[src/rtl/cmdfifo_arbiter_pkg.sv]
// cmdfifo_arbiter_pkg: shared header bits, state encodings, host ids and length helper
package cmdfifo_arbiter_pkg;
  localparam int HDR_VALID = 7;
  localparam int HDR_WRITE = 6;
  localparam int HOST_A = 0;
  localparam int HOST_B = 1;
  typedef enum logic [2:0] {IDLE, HDR, LENL, LENH, WDAT, RDAT, REL} state_t;
  typedef enum logic [1:0] {ARB_IDLE, ARB_BUSY, ARB_REL} arb_t;
  // Transfer length: zero length field falls back to the register default; zero overall means 65536
  function automatic logic [16:0] txn_len(input logic [15:0] len, input logic [15:0] hyp);
    logic [15:0] n;
    n = (len == 16'd0) ? hyp : len;
    return (n == 16'd0) ? 17'h10000 : {1'b0, n};
  endfunction
endpackage

[src/rtl/cmd_txn_tracker.sv]
// cmd_txn_tracker: parses header/length/data of one command and flags its completion
module cmd_txn_tracker
  import cmdfifo_arbiter_pkg::*;
(
  input  logic        clk,
  input  logic        reset_n,
  input  logic        start,
  input  logic        abort,
  input  logic        rd,
  input  logic        wr,
  input  logic [7:0]  din,
  input  logic [15:0] hyplen,
  input  logic        stream,
  output logic        done
);
  state_t state, state_n;
  logic wr_txn;
  logic [15:0] hyp, cnt, cnt_n;
  logic [7:0] len_lo;
  logic [16:0] n;
  // Next-state: header decides junk/read/write, data phase counts pops or write-backs
  always_comb begin
    state_n = state;
    cnt_n = cnt;
    done = 1'b0;
    case (state)
      IDLE: state_n = start ? HDR : IDLE;
      HDR: if (rd) begin
        done = !din[HDR_VALID];
        state_n = din[HDR_VALID] ? LENL : IDLE;
      end
      LENL: state_n = rd ? LENH : LENL;
      LENH: if (rd) begin
        state_n = wr_txn ? WDAT : RDAT;
        cnt_n = 16'd0;
      end
      WDAT: if (rd) begin
        cnt_n = cnt + 16'd1;
        done = ({1'b0, cnt} + 17'd1) == n;
        state_n = done ? IDLE : WDAT;
      end
      RDAT: begin
        cnt_n = (wr && cnt != 16'hFFFF) ? cnt + 16'd1 : cnt;
        done = ({1'b0, cnt_n} >= n) && !stream;
        state_n = done ? IDLE : RDAT;
      end
      default: state_n = IDLE;
    endcase
    if (abort) state_n = IDLE;
  end
  // State, counter and latched header/length fields
  always_ff @(posedge clk or negedge reset_n) begin
    if (!reset_n) begin
      state <= IDLE;
      cnt <= 16'd0;
      wr_txn <= 1'b0;
      hyp <= 16'd0;
      len_lo <= 8'd0;
      n <= 17'd0;
    end else begin
      state <= state_n;
      cnt <= cnt_n;
      if (state == HDR && rd) {wr_txn, hyp} <= {din[HDR_WRITE], hyplen};
      if (state == LENL && rd) len_lo <= din;
      if (state == LENH && rd) n <= txn_len({din, len_lo}, hyp);
    end
  end
endmodule

[src/rtl/cmdfifo_arbiter.sv]
// cmdfifo_arbiter: grants the reg_main command port to host A or B for one whole transaction
module cmdfifo_arbiter
  import cmdfifo_arbiter_pkg::*;
#(
  parameter int   TIMEOUT_W      = 16,
  parameter int   TIMEOUT_CYCLES = 65535,
  parameter logic FIRST_PRIO     = 1'b0
) (
  input  logic        clk,
  input  logic        reset_n,
  input  logic        a_rxf,
  input  logic        b_rxf,
  input  logic        a_txe,
  input  logic        b_txe,
  input  logic [7:0]  a_din,
  input  logic [7:0]  b_din,
  output logic        a_rd,
  output logic        b_rd,
  output logic        a_wr,
  output logic        b_wr,
  output logic [7:0]  a_dout,
  output logic [7:0]  b_dout,
  output logic        m_rxf,
  output logic        m_txe,
  output logic [7:0]  m_din,
  input  logic        m_rd,
  input  logic        m_wr,
  input  logic [7:0]  m_dout,
  input  logic [15:0] reg_hyplen,
  input  logic        reg_stream,
  output logic [1:0]  grant,
  output logic        timeout_err
);
  arb_t arb, arb_n;
  logic [1:0] grant_n;
  logic last, last_n, busy, start, pick_b, done, tmo;
  logic [TIMEOUT_W-1:0] tcnt;
  assign busy = arb == ARB_BUSY;
  assign start = arb == ARB_IDLE && (a_rxf || b_rxf);
  assign pick_b = b_rxf && (!a_rxf || last == 1'(HOST_A));
  assign tmo = busy && !m_rd && !m_wr && !done && tcnt == TIMEOUT_W'(TIMEOUT_CYCLES - 1);
  assign m_rxf = grant[0] ? a_rxf : grant[1] ? b_rxf : 1'b0;
  assign m_txe = grant[0] ? a_txe : grant[1] ? b_txe : 1'b0;
  assign m_din = grant[0] ? a_din : grant[1] ? b_din : 8'd0;
  assign a_rd = m_rd & grant[0];
  assign b_rd = m_rd & grant[1];
  assign a_wr = m_wr & grant[0];
  assign b_wr = m_wr & grant[1];
  assign a_dout = m_dout;
  assign b_dout = m_dout;
  cmd_txn_tracker u_trk (
    .clk    (clk),
    .reset_n(reset_n),
    .start  (start),
    .abort  (tmo),
    .rd     (m_rd & busy),
    .wr     (m_wr & busy),
    .din    (m_din),
    .hyplen (reg_hyplen),
    .stream (reg_stream),
    .done   (done)
  );
  // Arbitration: round-robin pick in idle, hold until completion or timeout, one release cycle
  always_comb begin
    arb_n = arb;
    grant_n = grant;
    last_n = last;
    case (arb)
      ARB_IDLE: if (start) begin
        arb_n = ARB_BUSY;
        grant_n = pick_b ? 2'b10 : 2'b01;
      end
      ARB_BUSY: if (done || tmo) begin
        arb_n = ARB_REL;
        grant_n = 2'b00;
        last_n = grant[1];
      end
      default: begin
        arb_n = ARB_IDLE;
        grant_n = 2'b00;
      end
    endcase
  end
  // Grant register, round-robin memory, inactivity counter and timeout pulse
  always_ff @(posedge clk or negedge reset_n) begin
    if (!reset_n) begin
      arb <= ARB_IDLE;
      grant <= 2'b00;
      last <= ~FIRST_PRIO;
      tcnt <= '0;
      timeout_err <= 1'b0;
    end else begin
      arb <= arb_n;
      grant <= grant_n;
      last <= last_n;
      tcnt <= (!busy || m_rd || m_wr) ? '0 : tcnt + 1'b1;
      timeout_err <= tmo;
    end
  end
endmodule

[config.mk]
export PLATFORM = sky130hd
export DESIGN_NAME = cmdfifo_arbiter
export DESIGN_NICKNAME = d
export VERILOG_FILES = /design/src/rtl/cmdfifo_arbiter_pkg.sv /design/src/rtl/cmd_txn_tracker.sv /design/src/rtl/cmdfifo_arbiter.sv
export SDC_FILE = /design/constraint.sdc
export NUM_CORES = 1
export LEC_CHECK = 0
export CORE_MARGIN = 2
export CORE_UTILIZATION = 47
export CTS_CLUSTER_DIAMETER = 200
export CTS_CLUSTER_SIZE = 25
export DETAILED_ROUTE_END_ITERATION = 10
export GPL_ROUTABILITY_DRIVEN = 0
export MAX_ROUTING_LAYER = met4
export PLACE_DENSITY = 0.81
export SYNTH_ARGS = -nofsm -noshare
export SYNTH_HDL_FRONTEND = slang
export SYNTH_SLANG_ARGS = --single-unit
[constraint.sdc]
create_clock -name clk -period 5.25 [get_ports clk]
set_input_delay 1.05 -clock clk [delete_from_list [all_inputs] [get_ports clk]]
set_output_delay 1.05 -clock clk [all_outputs]
set_load 0.1 [all_outputs]
==> impl_metrics.tcl, run 1 <==
set metrics [dict create \
    grt_pass1_wl_um 21220 \
    synth-edff-count 0 \
    grt_antenna_before_repair 0 \
    grt_max_degree 84 \
    cts.sink_count 83 \
    arrival_ns 4.68 \
    ant_nets 0 \
    ios 82 \
    netlist_area_um2 5219 \
    grt_pass1_vias 4302 \
    hp-class "register to register" \
    syn_inst 575 \
    slew_viol_final 0 \
    wl_per_cell_um 17.09 \
    cts_resized 0 \
    setup_viol 0 \
    drv_cap 0 \
    vdd_ir_drop_max_uv 179.0 \
    async_flop_share 1.000 \
    start_util 0.4814 \
    final_common_cell "dfrtp_1" \
    gr-max-usage-layer "met2" \
    via_per_inst 6.051 \
    met3_usage 0.04090 \
    ctsHtreeMaxLevel 3 \
    synth_ff_type "dfrtp_1" \
    routed_wl_um 12700 \
    dp_hpwl_um 9552 \
    overflow 0 \
    cpMaxStageDelayCell "dfrtp_1" \
    insertion_delay_ns 0.36 \
    layout_common_cells "dfrtp_1 (82), clkdlybuf4s50_1 (55), nand2_1 (45)" \
    core_um2 10840 \
    fillers 956 \
    outcome "finished, final reports clean" \
    multi_input_area_um2 2755 \
    globalRouteTotalUtil 0.2347 \
    synth-seq-area-share 0.3982 \
    antenna_cells 0 \
    crit_chain "ha_1, nand3_2, nor4_4, or2_2, nor2_1, xor2_1, ha_1, a211oi_1, nor2_1, a2111oi_0, nor3_1, o21bai_1, o21ai_0, or3_2, o21ai_0" \
    rsz0062_at_grt "false" \
    required_ns 5.54 \
    hold_slack_ns 0.5151 \
    worstSetupPathType "register to register" \
    hold_buffers 0 \
    drt_iter0_markers 386 \
    route.detailed.drc 0 \
    num-nets-final 666 \
    clkTransAtPathRegs_ns 0.09 \
    syn_nets 643 \
    die_h_um 109.4 \
    leakage_nw 2.670 \
    cts-buffers-inserted 9 \
    drive_gt1_frac 0.07794 \
    yosys_warnings 0 \
    timing.final.hold_violations 0 \
    synth_seq_cells 83 \
    crit_path_start_kind "register" \
    slew_headroom 0.3272 \
    fmax_ghz 0.2279 \
    sequential_cell_area_um2 2078 \
    fp-row-count 38 \
    pwr_density_cell_nw_per_um2 231.8 \
    end_kind "register" \
    critPathMaxFanout 10 \
    synth_cell_type_count 58 \
    route.vias.total 4496 \
    cts_tree "done" \
    grtUsageMet1 0.3010 \
    drt_pass1_iterations 5 \
    avgSynthCellArea_um2 9.076 \
    min_period_ns 4.388 \
    gr-usage-met2 0.3629 \
    clock_path_buffers 2 \
    max_stage_delay_ns 0.55 \
    fin_skew_ns 0.01107 \
    setup_tns_ns 0 \
    worstMarginPinSlew_ns 1.009 \
    fp.dieW_um 109.4 \
    fin_crit_sh 0.8358 \
    post_cts_buffers 0 \
    die_area_um2 11960 \
    cts-root-buf "clkbuf_8" \
    area_growth_pct 13.16 \
    io_buffers 57 \
]
==> kinds of logic after synthesis <==
group,after synthesis,share of synthesized area
AOI/OAI and AO/OA,137,0.1623
xor gates and xnor gates,49,0.08223
adders and majority gates,19,0.04555
buffers and inverters,79,0.07384
DFF,83,0.3982
muxes,19,0.04052
and+or+nand+nor,189,0.1973
==> worst paths after layout <==
check / slack (ns) / start / cells after the start / to
max: 0.86 / u_trk.cnt[0]$_DFFE_PN0P_ / 15 / grant[1]$_DFFE_PN0P_
min in group asynchronous: 0.85 / reset_n / 1 / grant[0]$_DFFE_PN0P_
min reg2reg: 0.52 / u_trk.wr_txn$_DFFE_PN0P_ / 2 / u_trk.wr_txn$_DFFE_PN0P_
max reg2reg: 0.86 / u_trk.cnt[0]$_DFFE_PN0P_ / 15 / grant[1]$_DFFE_PN0P_
min: 0.52 / u_trk.wr_txn$_DFFE_PN0P_ / 2 / u_trk.wr_txn$_DFFE_PN0P_
max in group asynchronous: 3.74 / reset_n / 1 / u_trk.hyp[4]$_DFFE_PN0P_
==> synthesized netlist by cell type (6+ instances only) <==
cell type  count  share of area
and2_1        10          0.012
buf_2          7         0.0067
a21oi_1       34          0.033
a31oi_1        6         0.0072
xnor2_1       27          0.045
inv_1         31          0.022
nor3_1         7         0.0067
a22oi_1        8          0.012
ha_1          19          0.046
mux2_2        16          0.035
clkbuf_1      19          0.014
nand3_1       18          0.017
and3_1         6         0.0072
nor4_1        12          0.014
nand4_1       14          0.017
nand2_1       45          0.032
o31ai_1        9          0.013
xor2_1        22          0.037
a211oi_1      18          0.026
o21ai_0       40          0.038
dfrtp_1       82           0.39
buf_4         19          0.027
nor2_1        44          0.032
==> final cells by class <==
class / instances / share of cell area
Clock buffer: 10 / 0.02161
Timing Repair Buffer: 60 / 0.09958
Multi-Input combinational cell: 413 / 0.4665
Sequential cell: 83 / 0.3519
Inverter: 31 / 0.01970
Tap cell: 140 / 0.02966
Clock inverter: 6 / 0.01102
==> where the power goes <==
group	leakage [nW]	internal [W]	switching [W]
Sequential	1.06	0.000646	0.0000114
Clock	0.0966	0.000221	0.000239
Combinational	1.52	0.0000746	0.000177
==> metrics by stage <==
step	power [W]	setup slack, ns	instances	util	instance area (µm²)
detailed placement	0.0009216	0.6341	727	0.5270	5713
finish	0.001369	0.8620	743	0.5448	5906
CTS	0.001381	0.9085	743	0.5448	5906
floorplan	0.0008884	1.521	575	-	5219
global placement	0.0009189	0.7263	727	0.5270	5713
global route	0.001425	0.5108	743	0.5448	5906
==> layer usage <==
| layer | wire (µm) | up-vias |
|---|---|---|
| li1 | - | 2072 |
| met5 | 0 | - |
| met4 | 490 | 0 |
| met3 | 913 | 45 |
| met1 | 5337 | 2152 |
| met2 | 5956 | 227 |
==> state kept, by name, indices dropped and copies added (netlist names), 2 cells and up <==
name	cells
u_trk.cnt	16
arb	2
u_trk.state	3
u_trk.n	17
grant	2
tcnt	16
u_trk.hyp	16
u_trk.len_lo	8
==> worst max-delay path: cells and delay by family (launching register included) <==
kind	cells	cell delay, ns
adders and majority gates	2	0.69
AOI/OAI and AO/OA	5	1.24
xor gates and xnor gates	1	0.14
and+or+nand+nor	7	1.69
DFF	1	0.55
(Power assumes the default switching activity.)
==> run 2: changes to the inputs <==
==> constraint.sdc (replaced) <==
create_clock -name clk -period 4.5 [get_ports clk]
set_input_delay 0.9 -clock clk [delete_from_list [all_inputs] [get_ports clk]]
set_output_delay 0.9 -clock clk [all_outputs]
set_load 0.1 [all_outputs]
==> run 2 against run 1 <==
Cell count increased by 0.27%. Design area is 0.57% lower. Clock power increased by 6.1%. Core utilization fell by 0.31 points. Via count grew 0.78%. Register-to-register slack worse by 0.49 ns. Power grew 13%. Largest cell class unchanged. Combinational power rose by 14%.
==> impl_metrics.tcl, run 2 (synthesis results as in run 1) <==
set metrics [dict create \
    outcome "finished, final reports clean" \
    overflow 0 \
    max_stage_delay_ns 0.50 \
    post_cts_buffers 0 \
    ios 82 \
    worstMarginPinSlew_ns 1.026 \
    dp_worst_setup_slack_ns -0.02877 \
    route.detailed.drc 0 \
    timing.final.ws_setup_ns 0.2948 \
    start_util 0.4814 \
    rsz0062_at_grt "false" \
    io_buffers 57 \
    cts_tree "done" \
    core_um2 10840 \
    antenna_cells 0 \
    crit_chain "clkdlybuf4s50_1, nand2_1, or2_2, nor2_1, xor2_1, ha_1, a211oi_1, nor2_1, a2111oi_0, nor3_1, o21bai_1, o21ai_0, or3_2, o21ai_0" \
    area_growth_pct 12.51 \
    leakage_nw 2.690 \
    regMostFlops "u_trk.n" \
    vdd_ir_drop_max_uv 251.2 \
    end_kind "register" \
    ant_nets 0 \
    drive_gt1_frac 0.1025 \
    fp-row-count 38 \
    required_ns 4.79 \
    timing.rr.end "grant[0]$_DFFE_PN0P_" \
    route.vias.total 4531 \
    endpoint "grant[0]$_DFFE_PN0P_" \
    fin_skew_ns 0.01243 \
    die_area_um2 11960 \
    cts.sink_count 83 \
    min_period_ns 4.205 \
    reg2reg_slack_ns 0.37 \
    ctsHtreeMaxLevel 3 \
    num-nets-final 669 \
    worstSetupPathType "input port to register" \
    r2r_start "u_trk.cnt[1]$_DFFE_PN0P_" \
    final_common_cell "dfrtp_1" \
    placed_cells 730 \
    fin_crit_sh 0.9345 \
    critPathMaxFanout 10 \
    globalRouteTotalUtil 0.2383 \
    crit_path_start "m_wr" \
    timing.final.hold_violations 0 \
    setup_viol 0 \
    wl_per_cell_um 17.11 \
    cts-root-buf "clkbuf_8" \
    largest_reg_flops 17 \
    grt_antenna_before_repair 0 \
    drv_cap 0 \
    fp.dieW_um 109.4 \
    stdcell_count 745 \
    fmax_ghz 0.2378 \
    routed_wl_um 12740 \
    cts-buffers-inserted 9 \
    hp-class "register to register" \
    drt_iter0_markers 326 \
    slew_viol_final 0 \
    via_per_inst 6.082 \
    clkTransAtPathRegs_ns 0.09 \
    arrival_ns 4.50 \
    insertion_delay_ns 0.37 \
    grt_max_degree 84 \
    dp_hpwl_um 9639 \
    die_h_um 109.4 \
    hold_buffers 0 \
    drt_pass1_iterations 5 \
    worst_r2r_path_depth 15 \
    layout_common_cells "dfrtp_1 (82), nand2_1 (45), nor2_1 (44)" \
    grt_pass1_wl_um 21560 \
    clock_path_buffers 2 \
    slew_headroom 0.3159 \
    pwr_density_cell_nw_per_um2 262.6 \
    crit_path_start_kind "input port" \
    grt_pass1_vias 4493 \
    cpMaxStageDelayCell "clkdlybuf4s50_1" \
    cts_resized 0 \
]
==> run 2: how the worst min path moves through the flow <==
stage | startpoint | to | slack [ns] | cells after the start
detailed placement | u_trk.len_lo[1]$_DFFE_PN0P_ | u_trk.len_lo[1]$_DFFE_PN0P_ | 0.50 | 2
global placement | u_trk.wr_txn$_DFFE_PN0P_ | u_trk.wr_txn$_DFFE_PN0P_ | 0.47 | 2
floorplan | u_trk.wr_txn$_DFFE_PN0P_ | u_trk.wr_txn$_DFFE_PN0P_ | 0.45 | 2
finish | u_trk.wr_txn$_DFFE_PN0P_ | u_trk.wr_txn$_DFFE_PN0P_ | 0.51 | 2
CTS | u_trk.len_lo[1]$_DFFE_PN0P_ | u_trk.len_lo[1]$_DFFE_PN0P_ | 0.51 | 2
global route | u_trk.wr_txn$_DFFE_PN0P_ | u_trk.wr_txn$_DFFE_PN0P_ | 0.54 | 2
==> run 2: per-layer routing <==
metal | vias up | global-route usage | part of all wire
met5 | - | - | 0
met4 | 0 | 0.1085 | 0.033
met3 | 38 | 0.05216 | 0.067
met2 | 212 | 0.3713 | 0.49
met1 | 2202 | 0.2979 | 0.42
li1 | 2079 | - | -
==> run 2: worst max-delay path, delay by kind of cell <==
| family | cells | cell delay (ns) |
|---|---|---|
| AOI/OAI and AO/OA | 5 | 1.29 |
| xor gates and xnor gates | 1 | 0.21 |
| adders and majority gates | 1 | 0.29 |
| and+or+nand+nor | 6 | 1.28 |
| buffers and inverters | 1 | 0.50 |
==> run 2: cell type report <==
| class | count | area (µm²) |
|---|---|---|
| fillers | 972 | 4969 |
| inverters | 31 | 116.4 |
| clock inverters | 4 | 27.53 |
| repair buffers | 63 | 578.1 |
| well taps | 140 | 175.2 |
| multi-input cells | 413 | 2755 |
| flip-flops and latches | 83 | 2078 |
| clock buffers | 11 | 141.4 |
==> run 2: through the flow <==
| step | hold WS (ns) | total power, W | area, µm² | util | TNS [ns] |
|---|---|---|---|---|---|
| after CTS | 0.5150 | 0.001552 | 5872 | 0.5417 | 0 |
| after global routing | 0.5400 | 0.001599 | 5872 | 0.5417 | 0 |
| after floorplan | 0.4496 | 0.001036 | 5219 | - | 0 |
| after global placement | 0.4701 | 0.001066 | 5703 | 0.5261 | 0 |
| final | 0.5140 | 0.001542 | 5872 | 0.5417 | 0 |
| after detailed placement | 0.4960 | 0.001069 | 5703 | 0.5261 | -0.02877 |
==> run 2: report_power, final <==
| group | total (W) | switching, W | internal [W] | leakage (nW) |
|---|---|---|---|---|
| Clock | 0.000488 | 0.000275 | 0.000213 | 0.0891 |
| Sequential | 0.000767 | 0.0000135 | 0.000753 | 1.06 |
| Combinational | 0.000287 | 0.000206 | 0.0000810 | 1.54 |
